===== src/rtl/main_pkg.sv =====
// Shared types and constants for the main-unit scheduler slice.
package main_pkg;

  localparam int W_DEF = 8;

  // Encodings of the unit's 2-bit `on` input.
  localparam logic [1:0] MODE_OFF = 2'd0;
  localparam logic [1:0] MODE_A   = 2'd1;
  localparam logic [1:0] MODE_B   = 2'd2;
  localparam logic [1:0] MODE_C   = 2'd3;

  typedef enum logic [2:0] {
    IDLE,
    LOAD,
    START,
    WAIT,
    FIN
  } state_t;

endpackage


===== src/rtl/main_scheduler_if.sv =====
// Requester and unit-side signals of the scheduler; master is the scheduler, slave is its environment.
interface main_scheduler_if import main_pkg::*; #(
  parameter int W = W_DEF
);
  logic [1:0]   req;
  logic [W-1:0] req_x0;
  logic [W-1:0] req_x1;
  logic [1:0]   req_mode0;
  logic [1:0]   req_mode1;
  logic [1:0]   grant;
  logic [1:0]   done;
  logic         err;
  logic [W-1:0] res_y;
  logic [W-1:0] u_x;
  logic [1:0]   u_on;
  logic         u_start;
  logic [W-1:0] u_y;
  logic         u_b;
  logic         u_active;

  modport master (
    input  req, req_x0, req_x1, req_mode0, req_mode1, u_y, u_b, u_active,
    output grant, done, err, res_y, u_x, u_on, u_start
  );

  modport slave (
    output req, req_x0, req_x1, req_mode0, req_mode1, u_y, u_b, u_active,
    input  grant, done, err, res_y, u_x, u_on, u_start
  );
endinterface


===== src/rtl/rr_arbiter2.sv =====
// Two-way round-robin arbiter: ptr names the requester that wins when both ask.
module rr_arbiter2 (
  input  logic [1:0] req,
  input  logic       ptr,
  output logic [1:0] winner
);

  always_comb begin
    winner = 2'b00;
    if (ptr == 1'b0) begin
      if (req[0])      winner = 2'b01;
      else if (req[1]) winner = 2'b10;
    end else begin
      if (req[1])      winner = 2'b10;
      else if (req[0]) winner = 2'b01;
    end
  end

endmodule


===== src/rtl/main_scheduler.sv =====
// Shares one `main` compute unit between two requesters: arbitrate, load, start, wait, return result.
module main_scheduler import main_pkg::*; #(
  parameter int W       = W_DEF,
  parameter int TIMEOUT = 64,
  parameter int TW      = 7
) (
  input logic             clk,
  input logic             rst,
  main_scheduler_if.master bus
);

  localparam logic [TW-1:0] LAST = TW'(TIMEOUT - 1);

  state_t        state, state_nx;
  logic [TW-1:0] cnt, cnt_nx;
  logic [1:0]    grant_q, grant_nx, done_q, done_nx, on_q, on_nx, win;
  logic          err_q, err_nx, start_q, start_nx, ptr, ptr_nx, unit_busy;
  logic [W-1:0]  res_q, res_nx, x_q, x_nx;

  rr_arbiter2 u_arb (
    .req    (bus.req),
    .ptr    (ptr),
    .winner (win)
  );

  assign unit_busy   = bus.u_b | bus.u_active;
  assign bus.grant   = grant_q;
  assign bus.done    = done_q;
  assign bus.err     = err_q;
  assign bus.res_y   = res_q;
  assign bus.u_x     = x_q;
  assign bus.u_on    = on_q;
  assign bus.u_start = start_q;

  // done/err are registered on the edge that enters FIN, so they are high exactly for the FIN cycle.
  always_comb begin
    state_nx = state;
    cnt_nx   = cnt;
    grant_nx = grant_q;
    done_nx  = 2'b00;
    err_nx   = 1'b0;
    start_nx = start_q;
    x_nx     = x_q;
    on_nx    = on_q;
    res_nx   = res_q;
    ptr_nx   = ptr;
    case (state)
      IDLE: begin
        if (win != 2'b00) begin
          x_nx     = win[1] ? bus.req_x1 : bus.req_x0;
          on_nx    = win[1] ? bus.req_mode1 : bus.req_mode0;
          grant_nx = win;
          state_nx = LOAD;
        end
      end
      LOAD: begin
        start_nx = 1'b1;
        cnt_nx   = '0;
        state_nx = START;
      end
      START: begin
        if (unit_busy) begin
          start_nx = 1'b0;
          cnt_nx   = '0;
          state_nx = WAIT;
        end else if (cnt == LAST) begin
          start_nx = 1'b0;
          done_nx  = grant_q;
          err_nx   = 1'b1;
          state_nx = FIN;
        end else begin
          cnt_nx = cnt + 1'b1;
        end
      end
      WAIT: begin
        // A normal finish wins over a timeout that lands on the same cycle.
        if (!unit_busy) begin
          res_nx   = bus.u_y;
          done_nx  = grant_q;
          state_nx = FIN;
        end else if (cnt == LAST) begin
          done_nx  = grant_q;
          err_nx   = 1'b1;
          state_nx = FIN;
        end else begin
          cnt_nx = cnt + 1'b1;
        end
      end
      FIN: begin
        grant_nx = 2'b00;
        ptr_nx   = grant_q[0];
        on_nx    = MODE_OFF;
        state_nx = IDLE;
      end
      default: state_nx = IDLE;
    endcase
  end

  always_ff @(posedge clk) begin
    if (!rst) begin
      state   <= IDLE;
      cnt     <= '0;
      grant_q <= 2'b00;
      done_q  <= 2'b00;
      err_q   <= 1'b0;
      start_q <= 1'b0;
      x_q     <= '0;
      on_q    <= MODE_OFF;
      res_q   <= '0;
      ptr     <= 1'b0;
    end else begin
      state   <= state_nx;
      cnt     <= cnt_nx;
      grant_q <= grant_nx;
      done_q  <= done_nx;
      err_q   <= err_nx;
      start_q <= start_nx;
      x_q     <= x_nx;
      on_q    <= on_nx;
      res_q   <= res_nx;
      ptr     <= ptr_nx;
    end
  end

endmodule


===== src/flat_wrapper.sv =====
// flat-port wrapper written by rule: the top's interface ports become plain ports
module main_scheduler_flat import main_pkg::*;
#(
  parameter int W       = W_DEF,
  parameter int TIMEOUT = 64,
  parameter int TW      = 7
)
  (clk, rst, bus_req, bus_req_x0, bus_req_x1, bus_req_mode0, bus_req_mode1, bus_u_y, bus_u_b, bus_u_active, bus_grant, bus_done, bus_err, bus_res_y, bus_u_x, bus_u_on, bus_u_start);
  main_scheduler_if #(.W(W)) bus_i ();
  input logic clk;
  input logic rst;
  input wire logic [$bits(bus_i.req)-1:0] bus_req;
  input wire logic [$bits(bus_i.req_x0)-1:0] bus_req_x0;
  input wire logic [$bits(bus_i.req_x1)-1:0] bus_req_x1;
  input wire logic [$bits(bus_i.req_mode0)-1:0] bus_req_mode0;
  input wire logic [$bits(bus_i.req_mode1)-1:0] bus_req_mode1;
  input wire logic [$bits(bus_i.u_y)-1:0] bus_u_y;
  input wire logic [$bits(bus_i.u_b)-1:0] bus_u_b;
  input wire logic [$bits(bus_i.u_active)-1:0] bus_u_active;
  output wire logic [$bits(bus_i.grant)-1:0] bus_grant;
  output wire logic [$bits(bus_i.done)-1:0] bus_done;
  output wire logic [$bits(bus_i.err)-1:0] bus_err;
  output wire logic [$bits(bus_i.res_y)-1:0] bus_res_y;
  output wire logic [$bits(bus_i.u_x)-1:0] bus_u_x;
  output wire logic [$bits(bus_i.u_on)-1:0] bus_u_on;
  output wire logic [$bits(bus_i.u_start)-1:0] bus_u_start;
  assign bus_i.req = bus_req;
  assign bus_i.req_x0 = bus_req_x0;
  assign bus_i.req_x1 = bus_req_x1;
  assign bus_i.req_mode0 = bus_req_mode0;
  assign bus_i.req_mode1 = bus_req_mode1;
  assign bus_i.u_y = bus_u_y;
  assign bus_i.u_b = bus_u_b;
  assign bus_i.u_active = bus_u_active;
  assign bus_grant = bus_i.grant;
  assign bus_done = bus_i.done;
  assign bus_err = bus_i.err;
  assign bus_res_y = bus_i.res_y;
  assign bus_u_x = bus_i.u_x;
  assign bus_u_on = bus_i.u_on;
  assign bus_u_start = bus_i.u_start;
  main_scheduler #(.W(W), .TIMEOUT(TIMEOUT), .TW(TW)) u_core (.clk(clk), .rst(rst), .bus(bus_i));
endmodule

===== config.mk =====
export PLATFORM = sky130hd
export DESIGN_NAME = main_scheduler_flat
export DESIGN_NICKNAME = d
export VERILOG_FILES = /design/src/rtl/main_pkg.sv /design/src/rtl/main_scheduler_if.sv /design/src/rtl/rr_arbiter2.sv /design/src/rtl/main_scheduler.sv /design/src/flat_wrapper.sv
export SDC_FILE = /design/constraint.sdc
export NUM_CORES = 1
export LEC_CHECK = 0
export ABC_AREA = 0
export CORE_UTILIZATION = 44
export DETAILED_ROUTE_END_ITERATION = 10
export GPL_ROUTABILITY_DRIVEN = 0
export GPL_TIMING_DRIVEN = 0
export HOLD_SLACK_MARGIN = 0.08
export PLACE_DENSITY = 0.79
export SLEW_MARGIN = 25
export SYNTH_ARGS = -nofsm -noshare
export SYNTH_HDL_FRONTEND = slang
export SYNTH_HIERARCHICAL = 1
export SYNTH_SLANG_ARGS = --single-unit

===== constraint.sdc =====
create_clock -name clk -period 2.1 [get_ports clk]
set_clock_uncertainty 0.15 [all_clocks]
set_input_delay 0.42 -clock clk [delete_from_list [all_inputs] [get_ports clk]]
set_output_delay 0.42 -clock clk [all_outputs]
set_load 0.005 [all_outputs]

==> reports/qor.yml <==
finish:
  final_cell_mix: "57 x clkdlybuf4s50_1, 35 x dfxtp_1, 27 x nor2_1, 16 x mux2i_1, 14 x a21oi_1"
  layout-drive-gt1-share_pct: 8.607
  syn2layout_area_growth_pct: 45.86
  diodes: 0
  design_area_mm2: 0.002336
  final_common_cell: "clkdlybuf4s50_1"
  nets: 278
  fillers: 299
worst_setup_path:
  path_class: "in -> reg"
  r2r-end: "u_core/cnt[4]"
  worst-endpoint-arrival_ns: 2.15
  start_kind: "input pin"
  ff2ff_path_depth: 5
  rrSetupSlack_ns: 0.19
  worstSetupEndpointType: "flop"
  critical_path.max_fanout: 10
  rr_startpoint: "u_core/state[0]"
  cp.required_ns: 2.23
detailed_routing:
  dr.pass1.iters: 5
  via_per_inst: 5.241
  ant_nets: 0
  wl_um: 3710
  vias: 1520
  route.detailed.drc: 0
  drtIter0Drc: 88
  wl_per_cell_um: 12.79
global_route:
  grt_pass1_wl_um: 6230
  grt_max_degree: 13
  grtUsageTotal_pct: 20.52
  grt-ovfl-total: 0
  antenna_found_initial: 0
  grt_pass1_vias: 1391
placement:
  dp_hpwl_um: 2671
  port-buffer-count: 57
  place_area_mm2: 0.002230
hold_path:
  whs_path_depth: 2
  min_to: "u_core/bus.u_start"
  worstHoldStart: "u_core/bus.u_start"
  min_path_type: "reg -> reg"
power:
  netSwitchingPower_uw: 473.3
  clkPwrFrac_pct: 33.6
  sw_frac_of_total_pct: 26.24
  comb_power_share_pct: 24.6
  peakVddDrop_mv: 0.6040
  p_seq_share_pct: 41.8
  power_density_mw_per_mm2: 772.2
  p_leak_nw: 0.8889
  p_int_mw: 1.331
timing:
  setup_violations: 0
  rsz0062_at_grt: "no"
  slew-limit-headroom_pct: 47.22
  finalHoldViolCount: 0
  setup_tns_ns: 0
  min_period_over_period_pct: 96.32
  tightest_slew_ns: 0.7794
  finalMaxSlewViolations: 0
  max_freq_ghz: 0.4944
  fin_crit_ns: 2.023
clocking:
  root_buffer: "clkbuf_4"
  clk_latency_ns: 0.34
  cts-buffers-inserted: 5
  h-tree-depth: 2
  post_cts_resized: 1
  cts_hold_buf: 0
  clock_path_buffers: 2
  cts_num_sinks: 35
  cts_setup_buffers: 0
  cts_tree: "yes"
  clk_pin_slew_ns: 0.11
flow_run:
  maxCapViolCount: 0
yosys:
  synthTopCellsByArea: "dfxtp_1 44%, mux2i_1 10%, nor2_1 6.3%"
  ys_warn_count: 6
  synth_top_area_cell: "dfxtp_1"
  synth_top_area_share_pct: 43.75
  ys_seq_area_share_pct: 43.75
  syn-cell-area_mm2: 0.001602
  syn_avg_cell_area_um2: 8.947
  netlist_instances: 179
  syn-num-nets: 214
  ys_ff_latch: 35
  synth_cell_types: 41
die:
  dieWidth_um: 62.33
  io-pin-count: 58
  num_rows: 21
  core-area_mm2: 0.003416
  die-area_mm2: 0.003885
  dieHeight_um: 62.33
  start_util_pct: 46.89
outcome:
  status: "finished, final reports clean"
## worst max-delay path: stages
cell	delay, ns
clkdlybuf4s50_1	0.51
nor2_1	0.13
a211o_1	0.30
buf_6	0.15
or4_4	0.51
a21oi_2	0.13
## worst max path at each step
stage	slack (ns)	end	from	cells after the start
after floorplan	0.32	u_core/bus.grant[0]	bus_req[1]	6
after global placement	-0.42	u_core/bus.u_x[4]	bus_req[1]	6
after detailed placement	-0.47	u_core/bus.u_x[7]	bus_req[1]	6
after CTS	0.03	u_core/bus.u_on[1]	bus_req[0]	7
after global routing	0.005	u_core/cnt[0]	u_core/cnt[0]	5
final	0.08	u_core/cnt[3]	bus_u_active	6
## Yosys cell counts
library cell  count
nor2_4            1
inv_2             1
nor3_1            5
inv_1             4
nor2b_1           1
mux2i_1          16
buf_2             4
a22oi_1           3
mux2_2            2
or4_4             1
a41oi_1           1
a21boi_0          1
or4_1             1
a21oi_2           1
ha_1              1
o311ai_1          1
a211oi_1         11
o31ai_1           3
or3_1             3
buf_6             2
buf_1             1
or3b_1            1
nand2_1           6
clkbuf_1          4
nand3_1           2
o211ai_1          1
o21a_1            2
a31oi_1           1
a21oi_1          14
and4_1            1
dfxtp_1          35
and2_1            2
a211o_1           1
nor2_1           27
nor3b_1           3
a21boi_1          1
nand2b_1          5
nand4_1           1
o21ai_0           6
nand3b_1          1
a21o_1            1
## metal layers
layer  wire length [um]  vias up  GRT usage, %
met5                  0        -             0
met3                181        4         4.228
met1               1644      703         24.69
li1                   -      773             -
met2               1837       40         34.07
met4                 48        0         11.34
## sequential cells by signal, summed over array words and instances (netlist names), 2 cells and up
register and count:
u_core/bus.res_y 8, u_core/bus.u_x 8, u_core/cnt 7, u_core/state 3
u_core/bus.done 2, u_core/bus.grant 2, u_core/bus.u_on 2
## final cells by class
| cell class | count | area, um^2 | share of cell area (%) |
|---|---|---|---|
| Inverter | 5 | 18.77 | 0.8034 |
| Clock inverter | 3 | 67.56 | 2.892 |
| Clock buffer | 5 | 37.54 | 1.607 |
| Buffer | 11 | 62.56 | 2.678 |
| Tap cell | 46 | 57.56 | 2.464 |
| Timing Repair Buffer | 57 | 570.5 | 24.42 |
| Multi-Input combinational cell | 128 | 820.8 | 35.14 |
| Sequential cell | 35 | 700.7 | 29.99 |
## per-stage QoR
stage | hold slack (ns) | worst slack, ns | utilization, % | power [mW] | std cells
floorplan | 0.2960 | 0.3236 | - | 1.011 | 179
global placement | 0.2947 | -0.4187 | 65.27 | 1.200 | 282
detailed placement | 0.3017 | -0.4702 | 65.27 | 1.208 | 282
CTS | 0.3203 | 0.03224 | 68.39 | 1.819 | 290
global route | 0.3468 | 0.005330 | 68.39 | 1.894 | 290
finish | 0.3157 | 0.07725 | 68.39 | 1.804 | 290
## cell families after synthesis
group	count (synthesis)	synth area share, %
buffers and inverters	16	4.999
AO/OA/AOI/OAI	48	19.61
multiplexers	18	11.41
AND/OR/NAND/NOR	61	19.45
adder cells (fa/ha/maj)	1	0.7811
flip-flops	35	43.75
## power groups by stage
| stage | sequential (mW) | combinational [mW] | clock, mW |
|---|---|---|---|
| 2_1_floorplan | 0.767 | 0.243 | 0 |
| 3_3_place_gp | 0.766 | 0.434 | 0 |
| 3_5_place_dp | 0.769 | 0.439 | 0 |
| 4_1_cts | 0.754 | 0.444 | 0.621 |
| 5_1_grt | 0.761 | 0.488 | 0.646 |
| 6_report | 0.753 | 0.444 | 0.607 |
No activity file was read; power rests on OpenSTA's default activity.
